File: src/rtl/mul_div_unit_pkg.sv
// Shared CPU package: M-extension op codes, MDU state encodings,
// iteration count and operand-sign helpers used by MDU and decoder.
package mul_div_unit_pkg;

  typedef enum logic [2:0] {
    OP_MUL    = 3'b000,
    OP_MULH   = 3'b001,
    OP_MULHSU = 3'b010,
    OP_MULHU  = 3'b011,
    OP_DIV    = 3'b100,
    OP_DIVU   = 3'b101,
    OP_REM    = 3'b110,
    OP_REMU   = 3'b111
  } func3_e;

  typedef enum logic [1:0] {
    S_IDLE   = 2'd0,
    S_CALC   = 2'd1,
    S_FINISH = 2'd2
  } mdu_state_e;

  localparam int MDU_ITERS = 32;

  function automatic logic is_div(input func3_e f);
    return f[2];
  endfunction

  function automatic logic rs1_signed(input func3_e f);
    return (f == OP_MULH) || (f == OP_MULHSU) ||
           (f == OP_DIV)  || (f == OP_REM);
  endfunction

  function automatic logic rs2_signed(input func3_e f);
    return (f == OP_MULH) || (f == OP_DIV) ||
           (f == OP_REM);
  endfunction

  function automatic logic [31:0] mag(
    input logic [31:0] v,
    input logic        s
  );
    return (s && v[31]) ? -v : v;
  endfunction

endpackage

File: src/rtl/mdu_core.sv
// 64-bit iterative datapath: shift-add multiply / restoring divide.
// Ports: clk, rst, load (capture magnitudes), step (one iteration),
//        div_mode, op_a, op_b (unsigned magnitudes), acc (64-bit).
module mdu_core
  import mul_div_unit_pkg::*;
(
  input  logic        clk,
  input  logic        rst,
  input  logic        load,
  input  logic        step,
  input  logic        div_mode,
  input  logic [31:0] op_a,
  input  logic [31:0] op_b,
  output logic [63:0] acc
);

  logic [31:0] op_b_q;
  logic        div_q;
  logic [32:0] add_sum;
  logic [32:0] rem_sh;
  logic [31:0] rem_sub;
  logic        rem_ge;
  logic [63:0] acc_nxt;

  // Multiply: acc = {partial product, remaining multiplier bits}.
  // Divide:   acc = {partial remainder, dividend/quotient bits}.
  always_comb begin
    add_sum = {1'b0, acc[63:32]}
            + {1'b0, (acc[0] ? op_b_q : 32'd0)};
    rem_sh  = acc[63:31];
    rem_ge  = rem_sh >= {1'b0, op_b_q};
    // true difference is below 2^32 whenever rem_ge holds
    rem_sub = rem_sh[31:0] - op_b_q;
    acc_nxt = {add_sum, acc[31:1]};
    if (div_q) begin
      if (rem_ge) acc_nxt = {rem_sub, acc[30:0], 1'b1};
      else        acc_nxt = {rem_sh[31:0], acc[30:0], 1'b0};
    end
  end

  always_ff @(posedge clk or posedge rst) begin
    if (rst) begin
      acc    <= '0;
      op_b_q <= '0;
      div_q  <= 1'b0;
    end else if (load) begin
      acc    <= {32'd0, op_a};
      op_b_q <= op_b;
      div_q  <= div_mode;
    end else if (step) begin
      acc    <= acc_nxt;
    end
  end

endmodule

File: src/rtl/mul_div_unit.sv
// Multi-cycle RV32M multiply/divide unit: FSM, operand capture, sign fix.
// Ports: CLK, RESET, START, FUNC3, DATA1, DATA2, RD_ADDR, KILL in;
//        RESULT, WB_ADDR, WB_EN, BUSY, DONE out (all registered).
module mul_div_unit
  import mul_div_unit_pkg::*;
(
  input  logic        CLK,
  input  logic        RESET,
  input  logic        START,
  input  logic [2:0]  FUNC3,
  input  logic [31:0] DATA1,
  input  logic [31:0] DATA2,
  input  logic [4:0]  RD_ADDR,
  input  logic        KILL,
  output logic [31:0] RESULT,
  output logic [4:0]  WB_ADDR,
  output logic        WB_EN,
  output logic        BUSY,
  output logic        DONE
);

  mdu_state_e  state;
  func3_e      op_in;
  func3_e      op_q;
  logic [5:0]  cnt;
  logic [4:0]  rd_q;
  logic [31:0] a_q;
  logic        neg_q;
  logic        rem_neg_q;
  logic        zero_q;
  logic        a_sgn;
  logic        b_sgn;
  logic        accept;
  logic        step;
  logic [63:0] acc;
  logic [63:0] prod;
  logic [31:0] quo;
  logic [31:0] rem;
  logic [31:0] fin;

  assign op_in  = func3_e'(FUNC3);
  assign a_sgn  = rs1_signed(op_in) && DATA1[31];
  assign b_sgn  = rs2_signed(op_in) && DATA2[31];
  // KILL wins over START in IDLE
  assign accept = (state == S_IDLE) && START && !KILL;
  assign step   = (state == S_CALC) && !KILL;

  mdu_core u_core (
    .clk      (CLK),
    .rst      (RESET),
    .load     (accept),
    .step     (step),
    .div_mode (is_div(op_in)),
    .op_a     (mag(DATA1, rs1_signed(op_in))),
    .op_b     (mag(DATA2, rs2_signed(op_in))),
    .acc      (acc)
  );

  // Sign correction on the unsigned magnitudes. Signed overflow
  // (-2^31 / -1) falls out naturally: 2^31 negated is 2^31.
  always_comb begin
    prod = neg_q ? -acc : acc;
    quo  = neg_q ? -acc[31:0] : acc[31:0];
    rem  = rem_neg_q ? -acc[63:32] : acc[63:32];
    fin  = prod[31:0];
    case (op_q)
      OP_MUL:    fin = prod[31:0];
      OP_MULH,
      OP_MULHSU,
      OP_MULHU:  fin = prod[63:32];
      OP_DIV,
      OP_DIVU:   fin = zero_q ? 32'hFFFF_FFFF : quo;
      OP_REM,
      OP_REMU:   fin = zero_q ? a_q : rem;
      default:   fin = prod[31:0];
    endcase
  end

  always_ff @(posedge CLK or posedge RESET) begin
    if (RESET) begin
      state     <= S_IDLE;
      cnt       <= '0;
      RESULT    <= '0;
      WB_ADDR   <= '0;
      WB_EN     <= 1'b0;
      DONE      <= 1'b0;
      BUSY      <= 1'b0;
      op_q      <= OP_MUL;
      rd_q      <= '0;
      a_q       <= '0;
      neg_q     <= 1'b0;
      rem_neg_q <= 1'b0;
      zero_q    <= 1'b0;
    end else begin
      DONE  <= 1'b0;
      WB_EN <= 1'b0;
      unique case (state)
        S_IDLE: begin
          if (accept) begin
            state     <= S_CALC;
            BUSY      <= 1'b1;
            cnt       <= '0;
            op_q      <= op_in;
            rd_q      <= RD_ADDR;
            a_q       <= DATA1;
            neg_q     <= a_sgn ^ b_sgn;
            rem_neg_q <= a_sgn;
            zero_q    <= (DATA2 == 32'd0);
          end
        end
        S_CALC: begin
          if (KILL) begin
            state <= S_IDLE;
            BUSY  <= 1'b0;
            cnt   <= '0;
          end else if (cnt == 6'(MDU_ITERS - 1)) begin
            state <= S_FINISH;
            cnt   <= '0;
          end else begin
            cnt <= cnt + 6'd1;
          end
        end
        S_FINISH: begin
          state <= S_IDLE;
          BUSY  <= 1'b0;
          if (!KILL) begin
            RESULT  <= fin;
            WB_ADDR <= rd_q;
            DONE    <= 1'b1;
            WB_EN   <= (rd_q != 5'd0);
          end
        end
        default: begin
          state <= S_IDLE;
          BUSY  <= 1'b0;
        end
      endcase
    end
  end

endmodule

File: config.mk
export PLATFORM = sky130hd
export DESIGN_NAME = mul_div_unit
export DESIGN_NICKNAME = d
export VERILOG_FILES = /design/src/rtl/mul_div_unit_pkg.sv /design/src/rtl/mdu_core.sv /design/src/rtl/mul_div_unit.sv
export SDC_FILE = /design/constraint.sdc
export NUM_CORES = 1
export LEC_CHECK = 0
export CAP_MARGIN = 10
export CORE_ASPECT_RATIO = 1.75
export CORE_MARGIN = 3
export CORE_UTILIZATION = 55
export CTS_BUF_LIST = sky130_fd_sc_hd__clkbuf_4 sky130_fd_sc_hd__clkbuf_8
export DETAILED_ROUTE_END_ITERATION = 8
export DONT_BUFFER_PORTS = 1
export PLACE_DENSITY = 0.77
export SLEW_MARGIN = 5
export SYNTH_ARGS = -nofsm -noshare
export SYNTH_HDL_FRONTEND = slang
export SYNTH_SLANG_ARGS = --single-unit
File: constraint.sdc
create_clock -name CLK -period 8.1 [get_ports CLK]
set_input_delay 0.81 -clock CLK [delete_from_list [all_inputs] [get_ports CLK]]
set_output_delay 0.81 -clock CLK [all_outputs]
set_load 0.02 [all_outputs]
==> tab_implementation.tex <==
\begin{tabular}{lr}
\hline
Metric & Value \\
\hline
\multicolumn{2}{l}{\textbf{Status}} \\
\quad Result of the run & finished, final reports clean \\
\multicolumn{2}{l}{\textbf{Place}} \\
\quad RePlAce Congestion & 1.07 \\
\quad Standard cell area after detailed placement & 16300 sq um \\
\quad Post-Place Worst Slack & 3.43 ns \\
\quad Sum of net half-perimeters after detailed placement & around 46 mm \\
\quad Input/output buffers & 0 \\
\quad Number of placed instances, taps included & roughly 2400 \\
\multicolumn{2}{l}{\textbf{GRT}} \\
\quad Pin count of the biggest net entering global routing & about 130 \\
\quad Via count of the first global-routing pass & about 16000 \\
\quad Antenna violations before repair & 4 \\
\quad Met1 layer usage reported by global route & 0.406 \\
\quad Met3 demand-to-capacity share in global routing & 0.0864 \\
\quad Total global routing overflow & 0 \\
\quad Met2 Usage GRT & 0.656 \\
\quad Global-route wire length before repair & roughly 94 mm \\
\quad Global-route usage over all layers & 0.390 \\
\quad Most congested layer reported by global routing & met2 \\
\multicolumn{2}{l}{\textbf{Final layout}} \\
\quad Fill count & $\sim$2800 \\
\quad Non-filler cells, final & $\sim$2400 \\
\quad Area added between synthesis and finish & 2.85\% \\
\quad Final Cell Area & between 15000 and 20000 sq um \\
\quad Final-stage net count & roughly 2200 \\
\quad Fraction of layout instances using a drive strength above 1 & 0.0470 \\
\quad Post-route core utilization & 0.578 \\
\multicolumn{2}{l}{\textbf{Logic synthesis}} \\
\quad Average size of a mapped cell & 7.60 sq um \\
\quad Ranking of synthesized cells by area & sky130\_fd\_sc\_hd\_\_dfrtp\_1, sky130\_fd\_sc\_hd\_\_nand2\_1, sky130\_fd\_sc\_hd\_\_o21ai\_0 \\
\quad Fraction of the yosys area taken by sequential cells & 0.289 \\
\quad Yosys warning total & 0 \\
\quad Post-synth top cells & sky130\_fd\_sc\_hd\_\_nand2\_1, sky130\_fd\_sc\_hd\_\_o21ai\_0, sky130\_fd\_sc\_hd\_\_dfrtp\_1 \\
\quad Share of synthesized registers carrying an async set or reset & 1.00 \\
\quad Syn Nets & about 2300 \\
\quad Top-count cell post-synth & sky130\_fd\_sc\_hd\_\_nand2\_1 \\
\quad Synthesized area & 16300 sq um \\
\quad Most common flop cell mapped by yosys & sky130\_fd\_sc\_hd\_\_dfrtp\_1 \\
\quad Synth area leader & sky130\_fd\_sc\_hd\_\_dfrtp\_1 \\
\quad Library cells used by synthesis & 82 \\
\quad Post-Synthesis Cells & between 2000 and 2500 \\
\quad EDFF count, synth & 0 \\
\quad FF+latch count, synth & 188 \\
\quad Share of Yosys cell area claimed by the top area cell type & 0.289 \\
\multicolumn{2}{l}{\textbf{Critical path}} \\
\quad Maximum net fanout on the critical path & 28 \\
\quad Required time at the endpoint of the critical path & around 8.5 ns \\
\quad Signal arrival time at the worst endpoint & between 5 and 6 ns \\
\quad Category of the most critical setup path & flop to flop \\
\quad Critical Path Start Type & flop \\
\quad Category of the worst setup path capture point & flop \\
\multicolumn{2}{l}{\textbf{Floorplan}} \\
\quad Initial core utilization & 0.562 \\
\quad Number of standard-cell rows in the floorplan & between 80 and 90 \\
\quad Floorplan Core Area & 28900 sq um \\
\quad I/O Pins & roughly 120 \\
\quad Floorplan die width & approximately 140 um \\
\quad Total Die Area & $\sim$32000 sq um \\
\quad Die height & roughly 230 um \\
\multicolumn{2}{l}{\textbf{Clocking}} \\
\quad Buffer type at the clock tree root & sky130\_fd\_sc\_hd\_\_clkbuf\_8 \\
\quad Clk sinks & about 190 \\
\quad TritonCTS buffer count & 17 \\
\quad Post-CTS setup repair buffer count & 0 \\
\quad Worst-case clock buffer depth & 2 \\
\quad Count of H-tree levels built during CTS & 4 \\
\quad Hold-fix buffer count after cts & 0 \\
\quad CTS clk-pin slew, worst paths & approximately 0.11 ns \\
\quad Clock latency on the worst-skew pair & between 0.5 and 0.6 ns \\
\quad CTS tree & yes \\
\quad Number of cells upsized or downsized after cts & 0 \\
\multicolumn{2}{l}{\textbf{Route}} \\
\quad Overall via count from detail\_route & $\sim$17000 \\
\quad Total detailed-routing wirelength & slightly above 60 mm \\
\quad Detailed-routing iteration count for the pre-antenna-repair pass & 6 \\
\quad DRC & 0 \\
\quad Count of antenna-violating nets left after detailed routing & 0 \\
\quad Average wire per standard cell & 25.7 um \\
\quad Average vias per placed instance & about 7 \\
\quad Initial detailed-routing violation count & between 1500 and 2000 \\
\multicolumn{2}{l}{\textbf{Timing}} \\
\quad Final min period & approximately 4.8 ns \\
\quad Maximum clock frequency & around 0.21 GHz \\
\quad Setup TNS & 0 ns \\
\quad Final period utilization & 0.595 \\
\quad WHS & around 0.26 ns \\
\quad Headroom to the max-slew limit & 0.194 \\
\quad Number of endpoints failing setup at the final stage & 0 \\
\quad Setup WS post-layout & between 3 and 4 ns \\
\quad Worst clock skew & 0.0160 ns \\
\quad Unrepaired setup endpoints after global routing & no \\
\quad Final max-slew violation count & 0 \\
\quad Transition time of the tightest slew-check pin & around 1.2 ns \\
\quad Final Hold Vio Count & 0 \\
\multicolumn{2}{l}{\textbf{Min path}} \\
\quad Type of the tightest min-delay check & primary input to asynchronous set/reset pin \\
\multicolumn{2}{l}{\textbf{Pwr}} \\
\quad Static Leakage & roughly 7.0 nW \\
\quad Power Density & approximately 330 nW/um\^{}2 \\
\quad Post-route total power & 5.50 mW \\
\quad Worst vdd rail ir drop & 0.145 mV \\
\multicolumn{2}{l}{\textbf{Job}} \\
\quad Number of max-cap violations & 0 \\
\hline
\end{tabular}
-- kinds of logic (layout without fill, tap and decap cells) --
logic type | after synthesis | after routing | share of synthesized area
flip-flops | 188 | 188 | 0.289
multiplexers | 50 | 50 | 0.0311
buffers and inverters | 215 | 117 | 0.0511
XOR/XNOR | 181 | 181 | 0.0975
adder cells (fa/ha/maj) | 71 | 71 | 0.0555
other | 0 | 1 | 0
AO/OA/AOI/OAI | 674 | 674 | 0.258
AND/OR/NAND/NOR | 761 | 761 | 0.217
-- state kept, by name (all words and copies together), names as in the netlist --
name / flops
u_core.acc: 64
RESULT: 32
a_q: 32
u_core.op_b_q: 32
cnt: 6
WB_ADDR: 5
rd_q: 5
op_q: 3
state: 2
BUSY: 1
DONE: 1
WB_EN: 1
neg_q: 1
rem_neg_q: 1
u_core.div_q: 1
zero_q: 1
-- placed cells by master (no fill, tap or decap), types with 15 or more instances in the layout --
master / Yosys / routed
sky130_fd_sc_hd__nand2_1: 357 / 356
sky130_fd_sc_hd__nor4_1: 16 / 16
sky130_fd_sc_hd__clkbuf_8: 0 / 19
sky130_fd_sc_hd__a21o_1: 25 / 25
sky130_fd_sc_hd__nor2_1: 152 / 152
sky130_fd_sc_hd__inv_1: 64 / 63
sky130_fd_sc_hd__dfrtp_1: 188 / 186
sky130_fd_sc_hd__nor2b_1: 20 / 20
sky130_fd_sc_hd__nor3_1: 32 / 32
sky130_fd_sc_hd__nand2b_1: 24 / 24
sky130_fd_sc_hd__or4_1: 17 / 17
sky130_fd_sc_hd__o31ai_1: 30 / 30
sky130_fd_sc_hd__mux2i_1: 46 / 46
sky130_fd_sc_hd__ha_1: 69 / 69
sky130_fd_sc_hd__a21oi_1: 176 / 176
sky130_fd_sc_hd__o41ai_1: 21 / 21
sky130_fd_sc_hd__nand3_1: 34 / 34
sky130_fd_sc_hd__o21ai_0: 211 / 211
sky130_fd_sc_hd__or3_1: 15 / 15
sky130_fd_sc_hd__o22ai_1: 16 / 16
sky130_fd_sc_hd__a221oi_1: 16 / 16
sky130_fd_sc_hd__buf_4: 1 / 20
sky130_fd_sc_hd__xnor2_1: 94 / 94
sky130_fd_sc_hd__o211ai_1: 22 / 22
sky130_fd_sc_hd__a211oi_1: 23 / 23
sky130_fd_sc_hd__xor2_1: 87 / 87
sky130_fd_sc_hd__nand4_1: 20 / 20
-- cell type report --
type | count | area (sq um) | area share
timing repair buffer | 20 | 150 | 0.00898
clock inverter | 12 | 136 | 0.00815
clock buffer | 20 | 269 | 0.0161
sequential | 188 | 4710 | 0.281
inverter | 65 | 251 | 0.0150
multi-input combinational | 1737 | 10700 | 0.642
antenna | 1 | 2.50 | 0.000150
tap | 378 | 473 | 0.0283
-- final timing paths --
kind,slack (ns),cells after the start,start,end
setup / recovery,3.28,11,u_core.acc[46],u_core.acc[63]
hold / removal,0.26,1,RESET,u_core.acc[15]
setup reg to reg,3.28,11,u_core.acc[46],u_core.acc[63]
hold reg to reg,0.47,1,state[1],BUSY
max in group asynchronous,6.30,2,RESET,u_core.div_q
min in group CLK,0.34,1,DATA2[31],zero_q
-- layer usage --
metal	vias to the layer above	wire, um
met2	972	29700
met3	332	5100
met5	-	13
met4	2	6770
met1	7898	20600
li1	7439	-
-- critical path, stage by stage (launching register included) --
cell	delay [ns]
sky130_fd_sc_hd__dfrtp_1	0.58
sky130_fd_sc_hd__ha_1	0.48
sky130_fd_sc_hd__nand2_1	0.15
sky130_fd_sc_hd__or4_1	0.60
sky130_fd_sc_hd__a2111oi_0	0.49
sky130_fd_sc_hd__nor3_1	0.27
sky130_fd_sc_hd__o31ai_1	0.41
sky130_fd_sc_hd__or2_2	0.51
sky130_fd_sc_hd__buf_4	0.43
sky130_fd_sc_hd__o21ai_0	0.22
sky130_fd_sc_hd__a21o_1	0.28
sky130_fd_sc_hd__a32o_1	0.26
-- power by group --
group          switching (mW)  internal, mW
logic                    1.94          1.22
clock network           0.388         0.296
registers               0.533          1.13
Note: power is estimated with default switching activity, not from simulation.
